<file path="src/rtl/volatility_addr_gen.sv">
// Address generator for the per-stock price history RAM.
// Write side: circular write address per stock inside a runtime-clamped window.
// Read side: fill tracking plus a sweep FSM that walks a stock's stored
// window oldest-to-newest, one read address per cycle.
//
// Handshake: o_addr_valid / o_rd_valid qualify their address for exactly the
// cycle they are high; there is no ready/back-pressure on either side, so a
// consumer must accept every qualified address in the cycle it is presented.
module volatility_addr_gen #(
    parameter int NUM_STOCKS  = 4,
    parameter int BUFFER_SIZE = 20,
    parameter int DATA_WIDTH  = 32,
    localparam int SW = (NUM_STOCKS > 1) ? $clog2(NUM_STOCKS) : 1,
    localparam int AW = $clog2(NUM_STOCKS * BUFFER_SIZE),
    localparam int OW = $clog2(BUFFER_SIZE + 1)
) (
    input  logic                  i_clk,
    input  logic                  i_reset_n,
    input  logic [SW-1:0]         i_stock_id,
    input  logic                  i_data_valid,
    input  logic                  i_flush,
    input  logic [DATA_WIDTH-1:0] i_buffer_size,
    input  logic                  i_rd_req,
    input  logic [SW-1:0]         i_rd_stock_id,
    output logic [AW-1:0]         o_write_address,
    output logic                  o_addr_valid,
    output logic [AW-1:0]         o_rd_address,
    output logic                  o_rd_valid,
    output logic                  o_rd_last,
    output logic                  o_rd_done,
    output logic                  o_rd_busy,
    output logic [NUM_STOCKS-1:0] o_window_full
);

    typedef enum logic [1:0] {
        RD_IDLE  = 2'd0,
        RD_SWEEP = 2'd1,
        RD_DONE  = 2'd2
    } rd_state_t;

    // Base address of a stock's region; constant multiply.
    function automatic logic [AW-1:0] stock_base(input logic [SW-1:0] s);
        return AW'(int'(s) * BUFFER_SIZE);
    endfunction

    logic [OW-1:0] wr_ptr [NUM_STOCKS];
    logic [OW-1:0] fill   [NUM_STOCKS];
    logic [OW-1:0] weff;

    logic [OW-1:0] cur_ptr, cur_fill, wr_off, off_inc, nxt_ptr, fill_sat, nxt_fill;

    // Read sweep state; rd_state is the observable FSM state.
    rd_state_t     rd_state, rd_state_nxt;
    logic [SW-1:0] rd_stock;
    logic [OW-1:0] rd_cnt, rd_idx, rd_off, rd_ws;
    logic [OW-1:0] snap_fill, snap_start, rd_off_inc;

    // Clamp the requested window to [2, BUFFER_SIZE] at full input width.
    always_comb begin
        if (i_buffer_size < DATA_WIDTH'(2))
            weff = OW'(2);
        else if (i_buffer_size > DATA_WIDTH'(BUFFER_SIZE))
            weff = OW'(BUFFER_SIZE);
        else
            weff = i_buffer_size[OW-1:0];
    end

    // Write offset and pointer/fill update; a same-cycle flush is applied first.
    always_comb begin
        cur_ptr  = i_flush ? '0 : wr_ptr[i_stock_id];
        cur_fill = i_flush ? '0 : fill[i_stock_id];
        wr_off   = (cur_ptr < weff) ? cur_ptr : '0;
        off_inc  = wr_off + OW'(1);
        nxt_ptr  = (off_inc == weff) ? '0 : off_inc;
        fill_sat = (cur_fill < weff) ? cur_fill : weff;
        nxt_fill = (fill_sat < weff) ? fill_sat + OW'(1) : weff;
    end

    // Registered write address plus per-stock pointer and fill state.
    always_ff @(posedge i_clk) begin
        if (!i_reset_n) begin
            for (int s = 0; s < NUM_STOCKS; s++) begin
                wr_ptr[s] <= '0;
                fill[s]   <= '0;
            end
            o_addr_valid    <= 1'b0;
            o_write_address <= '0;
        end else begin
            o_addr_valid <= i_data_valid;
            if (i_data_valid) begin
                o_write_address    <= stock_base(i_stock_id) + AW'(wr_off);
                wr_ptr[i_stock_id] <= nxt_ptr;
                fill[i_stock_id]   <= nxt_fill;
            end else if (i_flush) begin
                wr_ptr[i_stock_id] <= '0;
                fill[i_stock_id]   <= '0;
            end
        end
    end

    // A stock's window is full when its fill matches the current effective window.
    always_comb begin
        o_window_full = '0;
        for (int s = 0; s < NUM_STOCKS; s++)
            o_window_full[s] = (fill[s] == weff);
    end

    // Snapshot values for a sweep request: stored count and oldest entry offset.
    always_comb begin
        snap_fill  = (fill[i_rd_stock_id] < weff) ? fill[i_rd_stock_id] : weff;
        snap_start = (snap_fill == weff) ? (wr_ptr[i_rd_stock_id] % weff) : '0;
        rd_off_inc = rd_off + OW'(1);
    end

    // Sweep FSM state register and snapshot/iteration registers.
    always_ff @(posedge i_clk) begin
        if (!i_reset_n) begin
            rd_state <= RD_IDLE;
            rd_stock <= '0;
            rd_cnt   <= '0;
            rd_idx   <= '0;
            rd_off   <= '0;
            rd_ws    <= '0;
        end else begin
            rd_state <= rd_state_nxt;
            case (rd_state)
                RD_IDLE: begin
                    if (i_rd_req) begin
                        rd_stock <= i_rd_stock_id;
                        rd_cnt   <= snap_fill;
                        rd_ws    <= weff;
                        rd_off   <= snap_start;
                        rd_idx   <= '0;
                    end
                end
                RD_SWEEP: begin
                    rd_idx <= rd_idx + OW'(1);
                    rd_off <= (rd_off_inc == rd_ws) ? '0 : rd_off_inc;
                end
                default: ;
            endcase
        end
    end

    // Sweep FSM next state and read-side outputs.
    always_comb begin
        rd_state_nxt = rd_state;
        o_rd_address = '0;
        o_rd_valid   = 1'b0;
        o_rd_last    = 1'b0;
        o_rd_done    = 1'b0;
        o_rd_busy    = 1'b0;
        case (rd_state)
            RD_IDLE: begin
                if (i_rd_req)
                    rd_state_nxt = (snap_fill != '0) ? RD_SWEEP : RD_DONE;
            end
            RD_SWEEP: begin
                o_rd_valid   = 1'b1;
                o_rd_busy    = 1'b1;
                o_rd_address = stock_base(rd_stock) + AW'(rd_off);
                o_rd_last    = ((rd_idx + OW'(1)) == rd_cnt);
                if (o_rd_last)
                    rd_state_nxt = RD_DONE;
            end
            RD_DONE: begin
                o_rd_done    = 1'b1;
                o_rd_busy    = 1'b1;
                rd_state_nxt = RD_IDLE;
            end
            default: rd_state_nxt = RD_IDLE;
        endcase
    end

endmodule

</file>
<file path="config.mk">
export PLATFORM = sky130hd
export DESIGN_NAME = volatility_addr_gen
export DESIGN_NICKNAME = d
export VERILOG_FILES = /design/src/rtl/volatility_addr_gen.sv
export SDC_FILE = /design/constraint.sdc
export NUM_CORES = 1
export LEC_CHECK = 0
export ABC_CLOCK_PERIOD_IN_PS = 6300
export CAP_MARGIN = 20
export CORE_MARGIN = 2
export CORE_UTILIZATION = 52
export CTS_CLUSTER_SIZE = 14
export DETAILED_ROUTE_END_ITERATION = 10
export PLACE_DENSITY = 0.88
export RECOVER_POWER = 25
export SYNTH_ARGS = -nofsm -noshare
export SYNTH_HDL_FRONTEND = slang
export SYNTH_SLANG_ARGS = --single-unit
</file>
<file path="constraint.sdc">
create_clock -name i_clk -period 6.3 [get_ports i_clk]
set_clock_uncertainty 0.1 [all_clocks]
set_input_delay 0.63 -clock i_clk [delete_from_list [all_inputs] [get_ports i_clk]]
set_output_delay 0.63 -clock i_clk [all_outputs]
set_load 0.05 [all_outputs]
</file>
=== After elaboration in Yosys (flattened, before gate mapping) ===
Memory sizes are Yosys's and may differ from the RTL's.
Index checks and enable logic that the tools add are counted.
Widths: inputs -> output; s select.

* Equality and inequality tests: 12
* Mux-type cells: 40
* Shift-type cells: 0
* Reductions and logical operators: 9
* Multipliers: 2
* Add/sub/neg operators: 6
* Divide/modulo/power cells: 1
* $lt $le $gt $ge: 6
* Bitwise operators: 2

{| class="wikitable"
|+ Operators with widths
! operator !! count
|-
| $mux 5 || 17
|-
| $eq 5x5->1 || 8
|-
| $gt 32x5->1 const B || 1
|-
| $lt 32x2->1 const B || 1
|-
| $add 5x1->5 const B || 4
|-
| $lt 5x5->1 || 4
|-
| $pmux 5 s2 || 2
|-
| $add 7x5->7 || 2
|-
| $mux 1 || 14
|-
| $mul 2x3->5 const B || 2
|-
| $mux 2 || 5
|-
| $reduce_or 5->1 || 2
|-
| $mux 7 || 1
|-
| $reduce_and 2->1 || 3
|-
| $mod 5x5->5 || 1
|-
| $reduce_bool 5->1 || 1
|-
| $ne 2x2->1 const B || 2
|-
| $pmux 2 s2 || 1
|-
| $eq 2x1->1 const B || 1
|-
| $eq 2x2->1 const B || 1
|-
| $logic_not 2->1 || 1
|-
| $or 1x1->1 || 2
|-
| $reduce_bool 2->1 || 1
|-
| $reduce_or 2->1 || 1
|}

* ROM bits: 0
* Bits in writable memories: 40
* Memories kept: 2
* Output and inout port bits: 23
* Latch bits: 0
* Input port bits: 41
* Bits in registers: 32
* Logic and storage cells: 88

{| class="wikitable"
|+ Memories
! name !! words !! width !! read ports !! clocked after memory_dff !! wr ports !! RTL line !! text
|-
| fill || 4 || 5 || 6 || 0 || 4 || 47 || <nowiki>logic [OW-1:0] fill [NUM_STOCKS];</nowiki>
|-
| wr_ptr || 4 || 5 || 2 || 0 || 4 || 46 || <nowiki>logic [OW-1:0] wr_ptr [NUM_STOCKS];</nowiki>
|}

=== Logic depth before layout (Yosys ltp) ===
Gate-level depths: netlist of the first run.

* Depth in word-level cells: 10
* Depth in mapped cells: 34

=== Worst setup path before layout of the first run ===
Ideal clock, no wire load.

* Kind: in2reg
* From: input i_buffer_size[20]
* To: register rd_off[4]
* Library setup time: 59 ps
* Stages: 31
* Slack: -436 ps
* Data required time: 6,141 ps
* Arrival: 6,577 ps
* Path through: nor4_1 -> nand4_1 -> nor2_2 -> nand2_1 -> ha_1 -> nand3_1 -> a211o_1 -> a21oi_2 -> mux2i_1 -> ha_1 -> o21ai_0 -> a21oi_1 -> nand3_1 -> mux2_1 -> inv_1 -> ha_1 -> nor2b_1 -> o21ai_0 -> nand2b_1 -> o21a_1 -> o21ai_2 -> mux2i_1 -> inv_1 -> fa_1 -> inv_1 -> a21o_1 -> a21oi_1 -> xor2_1 -> or4b_1 -> o21ai_1 -> a31o_1

* Word-level cells in the longest chain between the ends: 9
* Elaborated cells between the ends (all ways): 11
* Those cells by class: 1 x div; 3 x order compare; 1 x eq/ne; 6 x mux

{| class="wikitable"
|+ Ends and longest elaborated chain
! what !! RTL line !! text
|-
| start: declaration || 22 || <nowiki>input logic [DATA_WIDTH-1:0] i_buffer_size,</nowiki>
|-
| $gt 32x5->1 || 62 || <nowiki>else if (i_buffer_size > DATA_WIDTH'(BUFFER_SIZE))</nowiki>
|-
| $mux 5 || 62 ||
|-
| $mux 5 (*) || 60 || <nowiki>if (i_buffer_size < DATA_WIDTH'(2))</nowiki>
|-
| parallel branches: the longest is 3 deep, another holds $mod 5x5->5 || -- ||
|-
| $mux 5 (*) || 111 || <nowiki>snap_start = (snap_fill == weff) ? (wr_ptr[i_rd_stock_id] % weff) : '0;</nowiki>
|-
| $mux 5 (*) || 128 || <nowiki>if (i_rd_req) begin</nowiki>
|-
| $pmux 5 s2 (*) || 126 || <nowiki>case (rd_state)</nowiki>
|-
| end signal: assignment || 132 || <nowiki>rd_off <= snap_start;</nowiki>
|-
| end signal: assignment || 138 || <nowiki>rd_off <= (rd_off_inc == rd_ws) ? '0 : rd_off_inc;</nowiki>
|-
| end: declaration || 55 || <nowiki>logic [OW-1:0] rd_cnt, rd_idx, rd_off, rd_ws;</nowiki>
|}

Every way passes the cells marked *. The select of a mux whose other input is x is not followed.
A chain may end at the register's enable or synchronous reset.

=== Worst setup path after layout of the first run ===
* From: input i_buffer_size[17]
* To: register rd_off[4]

The elaborated chain is that of the path after synthesis.

==> results_tabular.tex, run 1 <==
\begin{tabular}{lr}
\hline
Metric & Value \\
\hline
\multicolumn{2}{l}{\textbf{STA}} \\
\quad Measured slew at the worst slew-check pin & between 1 and 1.5 ns \\
\quad Max Slew Vio Count & 0 \\
\quad Sum of negative setup slack & 0 ns \\
\quad Relative max-transition margin & between 20\% and 30\% \\
\quad Top achievable clock speed & 0.1625 GHz \\
\quad Final setup vio count & 0 \\
\quad Number of hold violations in the final report & 0 \\
\quad RSZ-0062 raised after global routing & true \\
\quad Final critical-path setup slack & $\sim$0.15 ns \\
\quad Period Utilization, post-route & 97.66\% \\
\quad Worst hold-check slack & 0.3767 ns \\
\quad Final critical-path required period & slightly above 6 ns \\
\multicolumn{2}{l}{\textbf{Status}} \\
\quad Status & completed \\
\multicolumn{2}{l}{\textbf{Route}} \\
\quad Routed via count divided by cell count & about 6.3 \\
\quad Pre-Repair DR Iteration Count & 5 \\
\quad Post-DR wirelength/cell & 19.80 um \\
\quad Vias & around 6000 \\
\quad Initial drt markers & 570 \\
\quad Antenna violation net count after detailed routing & 0 \\
\quad Routed wire length & $\sim$18000 um \\
\quad DRC & 0 \\
\multicolumn{2}{l}{\textbf{Synthesis}} \\
\quad Count of cell types in the netlist & 70 \\
\quad Largest cells by area after synthesis & sky130\_fd\_sc\_hd\_\_edfxtp\_1 20\%, sky130\_fd\_sc\_hd\_\_dfxtp\_1 11\%, sky130\_fd\_sc\_hd\_\_ha\_1 9.6\%, sky130\_fd\_sc\_hd\_\_mux4\_2 6.7\%, sky130\_fd\_sc\_hd\_\_xnor2\_1 5.1\% \\
\quad Primary FF master, synth & sky130\_fd\_sc\_hd\_\_edfxtp\_1 \\
\quad Total nets after synthesis & roughly 750 \\
\quad Sequential-to-total area share from yosys stat & 30.60\% \\
\quad Area share of the largest cell type after synthesis & roughly a fifth \\
\quad Mean instance size in the synthesized netlist & between 9 and 10 um2 \\
\quad Post-synthesis instance area & about 6000 um2 \\
\quad Mapped Cells & approximately 660 \\
\quad Area leader, netlist & sky130\_fd\_sc\_hd\_\_edfxtp\_1 \\
\quad Count of synthesis-stage warnings from yosys & 0 \\
\quad Post-synth ARST share & 0\% \\
\quad Register bit total from synthesis & 72 \\
\quad Number of enable flip-flop cells after synthesis & 40 \\
\multicolumn{2}{l}{\textbf{Placed design}} \\
\quad Placer congestion estimate & around 0.95 \\
\quad PortBufs & 63 \\
\quad Detail Placement HPWL & $\sim$14000 um \\
\quad Cell area reported after detailed placement & $\sim$7300 um2 \\
\quad Worst slack at placement & -0.6910 ns \\
\quad \# placed instances & 899 \\
\multicolumn{2}{l}{\textbf{Clock network}} \\
\quad Clk Latency, worst-skew pair & around 0.34 ns \\
\quad TritonCTS clock tree & built \\
\quad Maximum buffer depth of the clock tree & 2 \\
\quad Clock-pin slew of the registers on the worst-case setup and hold paths & roughly 0.060 ns \\
\quad Buffer cell driving the clock tree root & sky130\_fd\_sc\_hd\_\_clkbuf\_16 \\
\quad Number of H-tree branching levels & 3 \\
\quad Number of buffers inserted during clock tree synthesis & 9 \\
\quad Clk sinks & between 70 and 80 \\
\quad Hold bufs inserted after CTS & 0 \\
\multicolumn{2}{l}{\textbf{Floorplanning}} \\
\quad Die Ht & 111.6 um \\
\quad Standard-cell rows & 39 \\
\quad Core Footprint & around 11000 um2 \\
\quad Die footprint & between 10000 and 15000 um2 \\
\quad Starting utilization of the core area & a little over half \\
\quad Horiz. Die Dim & approximately 110 um \\
\quad I/O pin count & 64 \\
\multicolumn{2}{l}{\textbf{Setup path}} \\
\quad Kind of end point of the critical path & flop \\
\quad Reg2reg start & wr\_ptr[2][4]\$\_SDFFCE\_PN0P\_ \\
\quad Setup CP Type & in2reg \\
\quad Critical Path AT & 6.33 ns \\
\quad CP max stage delay & 0.51 ns \\
\quad Setup crit start kind & input pin \\
\quad Worst EP required & $\sim$6.5 ns \\
\quad Slowest cell on the critical path & sky130\_fd\_sc\_hd\_\_or4b\_4 \\
\quad Worst reg2reg endpoint & rd\_off[4]\$\_SDFFE\_PN0P\_ \\
\quad Reg2Reg Depth & 28 \\
\quad Setup slack on the worst flop-to-flop path & about 0.34 ns \\
\quad Max Fanout on Critical Path & 3 \\
\multicolumn{2}{l}{\textbf{Global routing}} \\
\quad Pin count of the biggest net entering global routing & 30 \\
\quad Vias in the first global route & approximately 5900 \\
\quad Overflow after GRT & 0 \\
\quad Overall fraction of global-route tracks in use & 29.11\% \\
\quad Wire length of the first global-routing pass & around 29000 um \\
\quad Antenna violations before repair & 0 \\
\multicolumn{2}{l}{\textbf{Power and ir drop}} \\
\quad Peak VDD IR & roughly 0.27 mV \\
\quad Static power due to leakage & about 3.3 nW \\
\quad Pwr Density & between 200 and 250 nW/um2 \\
\multicolumn{2}{l}{\textbf{Final layout}} \\
\quad Filler cells & between 800 and 900 \\
\quad Area taken by flip-flops and latches & approximately 1800 um2 \\
\quad Final std cell area, no fill & between 7000 and 8000 um2 \\
\quad Leading cell types in the layout, fill and taps excluded & 74 x sky130\_fd\_sc\_hd\_\_buf\_4, 66 x sky130\_fd\_sc\_hd\_\_nor2\_1, 41 x sky130\_fd\_sc\_hd\_\_ha\_1 \\
\quad Area Overhead vs Synth & 30.67\% \\
\quad Most common cell after layout, fill and taps aside & sky130\_fd\_sc\_hd\_\_buf\_4 \\
\quad Final \#Nets & a little under 900 \\
\quad Fraction of final layout cells with drive strength greater than 1 & approximately 25\% \\
\quad Antenna fix cells & 0 \\
\quad Combined area of the multi-input logic cells & between 4000 and 5000 um2 \\
\quad Post-route non-filler standard cell count & slightly above 900 \\
\multicolumn{2}{l}{\textbf{Job}} \\
\quad Max Cap Violations & 0 \\
\multicolumn{2}{l}{\textbf{Min path}} \\
\quad Hold path cells & 2 \\
\quad Endpoint, Worst Hold & rd\_ws[1]\$\_SDFFE\_PN0P\_ \\
\quad Startpoint of the lowest-slack hold path & rd\_ws[1]\$\_SDFFE\_PN0P\_ \\
\quad Path class of the lowest-slack min-delay path & reg2reg \\
\hline
\end{tabular}
[critical path, delay by kind of cell]
kind,cells,cell delay (ns)
compound gates,11,1.62
xor+xnor,1,0.16
fa+ha+maj,4,1.09
buf+inv,4,0.38
mux,3,0.87
simple gates,9,1.57
[area by class of cell]
type / instances / area share, %
Timing Repair Buffer: 143 / 15.18
Multi-Input combinational cell: 520 / 53.14
Clock inverter: 6 / 1.464
Inverter: 33 / 1.607
Tap cell: 143 / 2.275
Clock buffer: 10 / 2.912
Sequential cell: 72 / 23.42
[how the worst max path moves through the flow]
stage	from	end	slack, ns	cells after the start
floorplan	i_buffer_size[20]	rd_off[4]$_SDFFE_PN0P_	0.008	31
global placement	i_rd_stock_id[0]	rd_off[4]$_SDFFE_PN0P_	-0.35	30
detailed placement	i_rd_stock_id[0]	rd_off[4]$_SDFFE_PN0P_	-0.69	30
CTS	i_buffer_size[16]	rd_off[4]$_SDFFE_PN0P_	0.001	32
global route	i_buffer_size[31]	rd_off[4]$_SDFFE_PN0P_	-0.08	32
finish	i_buffer_size[17]	rd_off[4]$_SDFFE_PN0P_	0.15	32
[logic make-up after synthesis]
logic type               Yosys count  synth area share [%]
flip-flops                        72                 30.60
AO/OA/AOI/OAI                    137                 16.05
buffers and inverters             64                 4.324
XOR/XNOR                          52                 7.567
AND/OR/NAND/NOR                  240                 20.12
adder cells (fa/ha/maj)           51                 10.89
multiplexers                      40                 10.44
[metal layers]
layer  part of all wire, %  track usage, %  up-vias
met1                    38           34.04     2839
li1                      -               -     2648
met3                   7.2           5.226       71
met2                    51           51.83      281
met4                   3.9           13.74        0
met5                     0               0        -
[state kept, by name (all words and copies together), names as in the netlist]
name and flops:
rd_state 2, o_addr_valid 1, rd_idx 5, rd_stock 2
rd_cnt 5, fill 20, rd_ws 5, wr_ptr 20
rd_off 5, o_write_address 7
[power by group]
part / internal [mW] / leakage (nW) / total (mW) / switching, mW
registers: 0.533 / 0.685 / 0.564 / 0.0308
logic: 0.211 / 2.43 / 0.499 / 0.288
clock network: 0.389 / 0.163 / 0.593 / 0.204
[Yosys cell counts (3+ instances only)]
cell type                   number
sky130_fd_sc_hd__edfxtp_1       40
sky130_fd_sc_hd__dfxtp_1        32
sky130_fd_sc_hd__a211o_1         4
sky130_fd_sc_hd__nor4_1         10
sky130_fd_sc_hd__a21oi_1        38
sky130_fd_sc_hd__nand4_1         5
sky130_fd_sc_hd__and2_1         11
sky130_fd_sc_hd__or2_2           4
sky130_fd_sc_hd__fa_1            3
sky130_fd_sc_hd__mux2i_1        20
sky130_fd_sc_hd__ha_1           46
sky130_fd_sc_hd__nand2_1        37
sky130_fd_sc_hd__o21ai_1         7
sky130_fd_sc_hd__o31ai_1         3
sky130_fd_sc_hd__o211ai_1        3
sky130_fd_sc_hd__xor2_1         17
sky130_fd_sc_hd__a21o_1         13
sky130_fd_sc_hd__buf_2          10
sky130_fd_sc_hd__o21ai_0        20
sky130_fd_sc_hd__nor2b_1        12
sky130_fd_sc_hd__inv_1          29
sky130_fd_sc_hd__nor3_1         33
sky130_fd_sc_hd__a2bb2oi_1       3
sky130_fd_sc_hd__clkbuf_1       12
sky130_fd_sc_hd__and4_1          3
sky130_fd_sc_hd__nor2_1         70
sky130_fd_sc_hd__and3_1          3
sky130_fd_sc_hd__xnor2_1        35
sky130_fd_sc_hd__inv_2           4
sky130_fd_sc_hd__mux4_2         18
sky130_fd_sc_hd__nand3_1        23
sky130_fd_sc_hd__nand2b_1       13
sky130_fd_sc_hd__o21a_1          7
sky130_fd_sc_hd__nor2_2          3
sky130_fd_sc_hd__buf_1           8
sky130_fd_sc_hd__a211oi_1       12
sky130_fd_sc_hd__a31oi_1         4
[stage by stage]
stage	total power [mW]	util [%]
5_1_grt	1.726	69.16
2_1_floorplan	0.8816	-
4_1_cts	1.642	68.16
3_3_place_gp	1.022	64.39
3_5_place_dp	1.043	64.39
6_report	1.656	69.16
[timing repair]
| item | 4_1_cts | 5_1_grt |
|---|---|---|
| gates resized for setup | 35 | 82 |
| pin swaps | 23 | 34 |
| hold endpoints to repair | 0 | 0 |
| setup endpoints to repair | 5 | 5 |
| buffers inserted | 10 | 3 |
(Power assumes the default switching activity.)
==> inputs of run 2 (changes only) <==
--- a/config.mk
+++ b/config.mk
@@ -11,8 +11,10 @@
 export CORE_UTILIZATION = 52
 export CTS_CLUSTER_SIZE = 14
 export DETAILED_ROUTE_END_ITERATION = 10
-export PLACE_DENSITY = 0.88
+export DONT_BUFFER_PORTS = 1
+export PLACE_DENSITY = 0.81
 export RECOVER_POWER = 25
+export SLEW_MARGIN = 20
 export SYNTH_ARGS = -nofsm -noshare
 export SYNTH_HDL_FRONTEND = slang
 export SYNTH_SLANG_ARGS = --single-unit
==> run 2 against run 1 <==
The run now ends with max-capacitance violations, max-slew violations left. Combinational power shrank 22%. Critical endpoint unchanged. Cell count shrank 13%. Clock-buffer cell count grew 1. Flip-flop and latch count is the same. Design area shrank 14%. Largest cell class unchanged. Hold slack lost 0.086 ns. Sequential power grew 2%. Largest power group unchanged. Via count shrank 11%.
==> results_tabular.tex, run 2 (synthesis results as in run 1) <==
\begin{tabular}{lr}
\hline
Metric & Value \\
\hline
\multicolumn{2}{l}{\textbf{Status}} \\
\quad Status & finished, violations left \\
\quad Violations in the final reports & max-capacitance violations, max-slew violations \\
\multicolumn{2}{l}{\textbf{Floorplanning}} \\
\quad Die Ht & 111.6 um (unchanged) \\
\quad Die footprint & 12450 um2 (unchanged) \\
\quad Core Footprint & 11370 um2 (unchanged) \\
\quad Horiz. Die Dim & 111.6 um (unchanged) \\
\quad Starting utilization of the core area & 52.93\% (unchanged) \\
\quad I/O pin count & 64 (unchanged) \\
\quad Standard-cell rows & 39 (unchanged) \\
\multicolumn{2}{l}{\textbf{Global routing}} \\
\quad Pin count of the biggest net entering global routing & 30 (unchanged) \\
\quad Antenna violations before repair & 0 (unchanged) \\
\quad Overflow after GRT & 0 (unchanged) \\
\quad Overall fraction of global-route tracks in use & 25.75\% (-3.4 points) \\
\quad Wire length of the first global-routing pass & 25590 um (-12\%) \\
\quad Vias in the first global route & 5141 (-13\%) \\
\multicolumn{2}{l}{\textbf{Setup path}} \\
\quad Setup crit start kind & flop \\
\quad Worst EP required & 6.48 ns (about the same) \\
\quad Family of cells with the greatest summed delay on the critical path & compound AO/OA/AOI/OAI gates \\
\quad Worst path most repeated cell & sky130\_fd\_sc\_hd\_\_a21oi\_2 \\
\quad Slowest cell on the critical path & sky130\_fd\_sc\_hd\_\_mux4\_2 \\
\quad Setup CP Type & reg2reg \\
\quad Bufs and invs on worst path & 3 (-1) \\
\quad Critical Path AT & 6.41 ns (+0.08 ns) \\
\quad Max Fanout on Critical Path & 5 (+2) \\
\quad CP max stage delay & 0.59 ns (+0.08 ns) \\
\quad Kind of end point of the critical path & flop \\
\multicolumn{2}{l}{\textbf{Placed design}} \\
\quad Placer congestion estimate & 0.9705 (+2.1\%) \\
\quad Cell area reported after detailed placement & 6342 um2 (-13\%) \\
\quad PortBufs & 0 (-100\%) \\
\quad Detail Placement HPWL & 12030 um (-11\%) \\
\multicolumn{2}{l}{\textbf{Route}} \\
\quad Routed via count divided by cell count & 6.395 (+1.5\%) \\
\quad Routed wire length & 16210 um (-12\%) \\
\quad Pre-Repair DR Iteration Count & 6 (+1) \\
\quad Post-DR wirelength/cell & 20.01 um (+1.1\%) \\
\quad Initial drt markers & 449 (-21\%) \\
\quad DRC & 0 (unchanged) \\
\quad Vias & 5180 (-11\%) \\
\quad Antenna violation net count after detailed routing & 0 (unchanged) \\
\multicolumn{2}{l}{\textbf{Final layout}} \\
\quad Fraction of final layout cells with drive strength greater than 1 & 16.19\% (-8.6 points) \\
\quad Leading cell types in the layout, fill and taps excluded & 70 x sky130\_fd\_sc\_hd\_\_nor2\_1, 43 x sky130\_fd\_sc\_hd\_\_ha\_1, 40 x sky130\_fd\_sc\_hd\_\_edfxtp\_1 \\
\quad Regs by FF count & fill: 20 flops, wr\_ptr: 20 flops, o\_write\_address: 7 flops \\
\quad Area Overhead vs Synth & 12.93\% \\
\quad Most common cell after layout, fill and taps aside & sky130\_fd\_sc\_hd\_\_nor2\_1 \\
\quad Final std cell area, no fill & 6797 um2 (-14\%) \\
\quad Filler cells & 953 (+15\%) \\
\quad Final \#Nets & 752 (-13\%) \\
\quad Antenna fix cells & 0 (unchanged) \\
\multicolumn{2}{l}{\textbf{Clock network}} \\
\quad Clk sinks & 72 (unchanged) \\
\quad Clk Latency, worst-skew pair & 0.34 ns (about the same) \\
\quad TritonCTS clock tree & built \\
\quad Maximum buffer depth of the clock tree & 2 (unchanged) \\
\quad Hold bufs inserted after CTS & 0 (unchanged) \\
\quad Number of H-tree branching levels & 3 (unchanged) \\
\quad Number of buffers inserted during clock tree synthesis & 9 (unchanged) \\
\quad Clock-pin slew of the registers on the worst-case setup and hold paths & 0.06 ns (about the same) \\
\quad Buffer cell driving the clock tree root & sky130\_fd\_sc\_hd\_\_clkbuf\_16 \\
\multicolumn{2}{l}{\textbf{STA}} \\
\quad Measured slew at the worst slew-check pin & 1.770 ns (+0.7147 ns) \\
\quad Period Utilization, post-route & 98.83\% (+1.2 points) \\
\quad Worst hold-check slack & 0.2904 ns (-0.08632 ns) \\
\quad Final critical-path required period & 6.227 ns (+0.07372 ns) \\
\quad Sum of negative setup slack & 0 ns (unchanged) \\
\quad Max Slew Vio Count & 11 (+11) \\
\quad RSZ-0062 raised after global routing & true \\
\quad Final setup vio count & 0 (unchanged) \\
\quad Top achievable clock speed & 0.1606 GHz (-1.2\%) \\
\quad Number of hold violations in the final report & 0 (unchanged) \\
\quad Relative max-transition margin & -19.25\% (-48 points) \\
\multicolumn{2}{l}{\textbf{Job}} \\
\quad Max Cap Violations & 1 (+1) \\
\multicolumn{2}{l}{\textbf{Power and ir drop}} \\
\quad Static power due to leakage & 2.651 nW (-19\%) \\
\quad Pwr Density & 227.6 nW/um2 (+8.1\%) \\
\quad Peak VDD IR & 0.2098 mV (-21\%) \\
\quad Total power of the final layout & 1.547 mW (-6.6\%) \\
\multicolumn{2}{l}{\textbf{Min path}} \\
\quad Path class of the lowest-slack min-delay path & in2reg \\
\hline
\end{tabular}
run 2: cell types whose count changed in the layout (fill, tap and decap cells not counted), sizes merged:
cell / before / now
dlygate4sd3: 9 / 0
buf: 79 / 25
clkdlybuf4s50: 21 / 0
dlymetal6s2s: 10 / 0
dlygate4sd2: 1 / 0
inv: 34 / 33
clkdlybuf4s15: 7 / 0
clkbuf: 26 / 12
run 2: final timing paths:
| path | cells past startpoint | end | from | slack, ns |
|---|---|---|---|---|
| worst max-delay path | 28 | rd_off[4]$_SDFFE_PN0P_ | wr_ptr[3][0]$_DFFE_PP_ | 0.07 |
| worst min-delay path | 1 | o_write_address[4]$_SDFFE_PN0P_ | i_data_valid | 0.29 |
| worst max register to register | 28 | rd_off[4]$_SDFFE_PN0P_ | wr_ptr[3][0]$_DFFE_PP_ | 0.07 |
| worst min register to register | 2 | rd_ws[1]$_SDFFE_PN0P_ | rd_ws[1]$_SDFFE_PN0P_ | 0.37 |
run 2: power by group:
part	internal (mW)	total [mW]	switching (mW)
sequential	0.533	0.573	0.0396
clock	0.388	0.586	0.198
combinational	0.155	0.388	0.234
total	1.08	1.55	0.471
run 2: worst register-to-register path, delay by kind of cell (launching register included):
family / cells / cell delay (ns)
compound gates: 11 / 1.70
xor+xnor: 1 / 0.13
fa+ha+maj: 3 / 0.84
buf+inv: 3 / 0.21
flops: 1 / 0.40
mux: 4 / 1.54
simple gates: 6 / 1.24
run 2: metrics by stage:
step                util (%)  worst slack, ns  cells
detailed placement     55.78          -0.2218    787
finish                 59.78          0.07347    810
CTS                    58.77           0.1150    803
floorplan                  -         0.008082    656
global placement       55.78          0.08552    787
global route           59.78          -0.2025    810
run 2: metal layers:
metal	wire (um)	GRT usage (%)	up-vias
met2	8114	44.02	211
met4	588	12.76	0
met5	0	0	-
li1	-	-	2415
met1	6384	30.26	2498
met3	1125	6.369	56
run 2: cell type report:
class	instances	area [um2]	area share, %
Clock inverter	5	106.4	1.565
Multi-Input combinational cell	520	4121	60.64
Clock buffer	11	232.7	3.424
Sequential cell	72	1842	27.10
Timing Repair Buffer	26	191.4	2.817
Inverter	33	123.9	1.823
Tap cell	143	178.9	2.633
run 2: repair_timing:
action	CTS	global route
buffers inserted	0	7
setup endpoints to repair	0	5
gates resized for setup	0	16
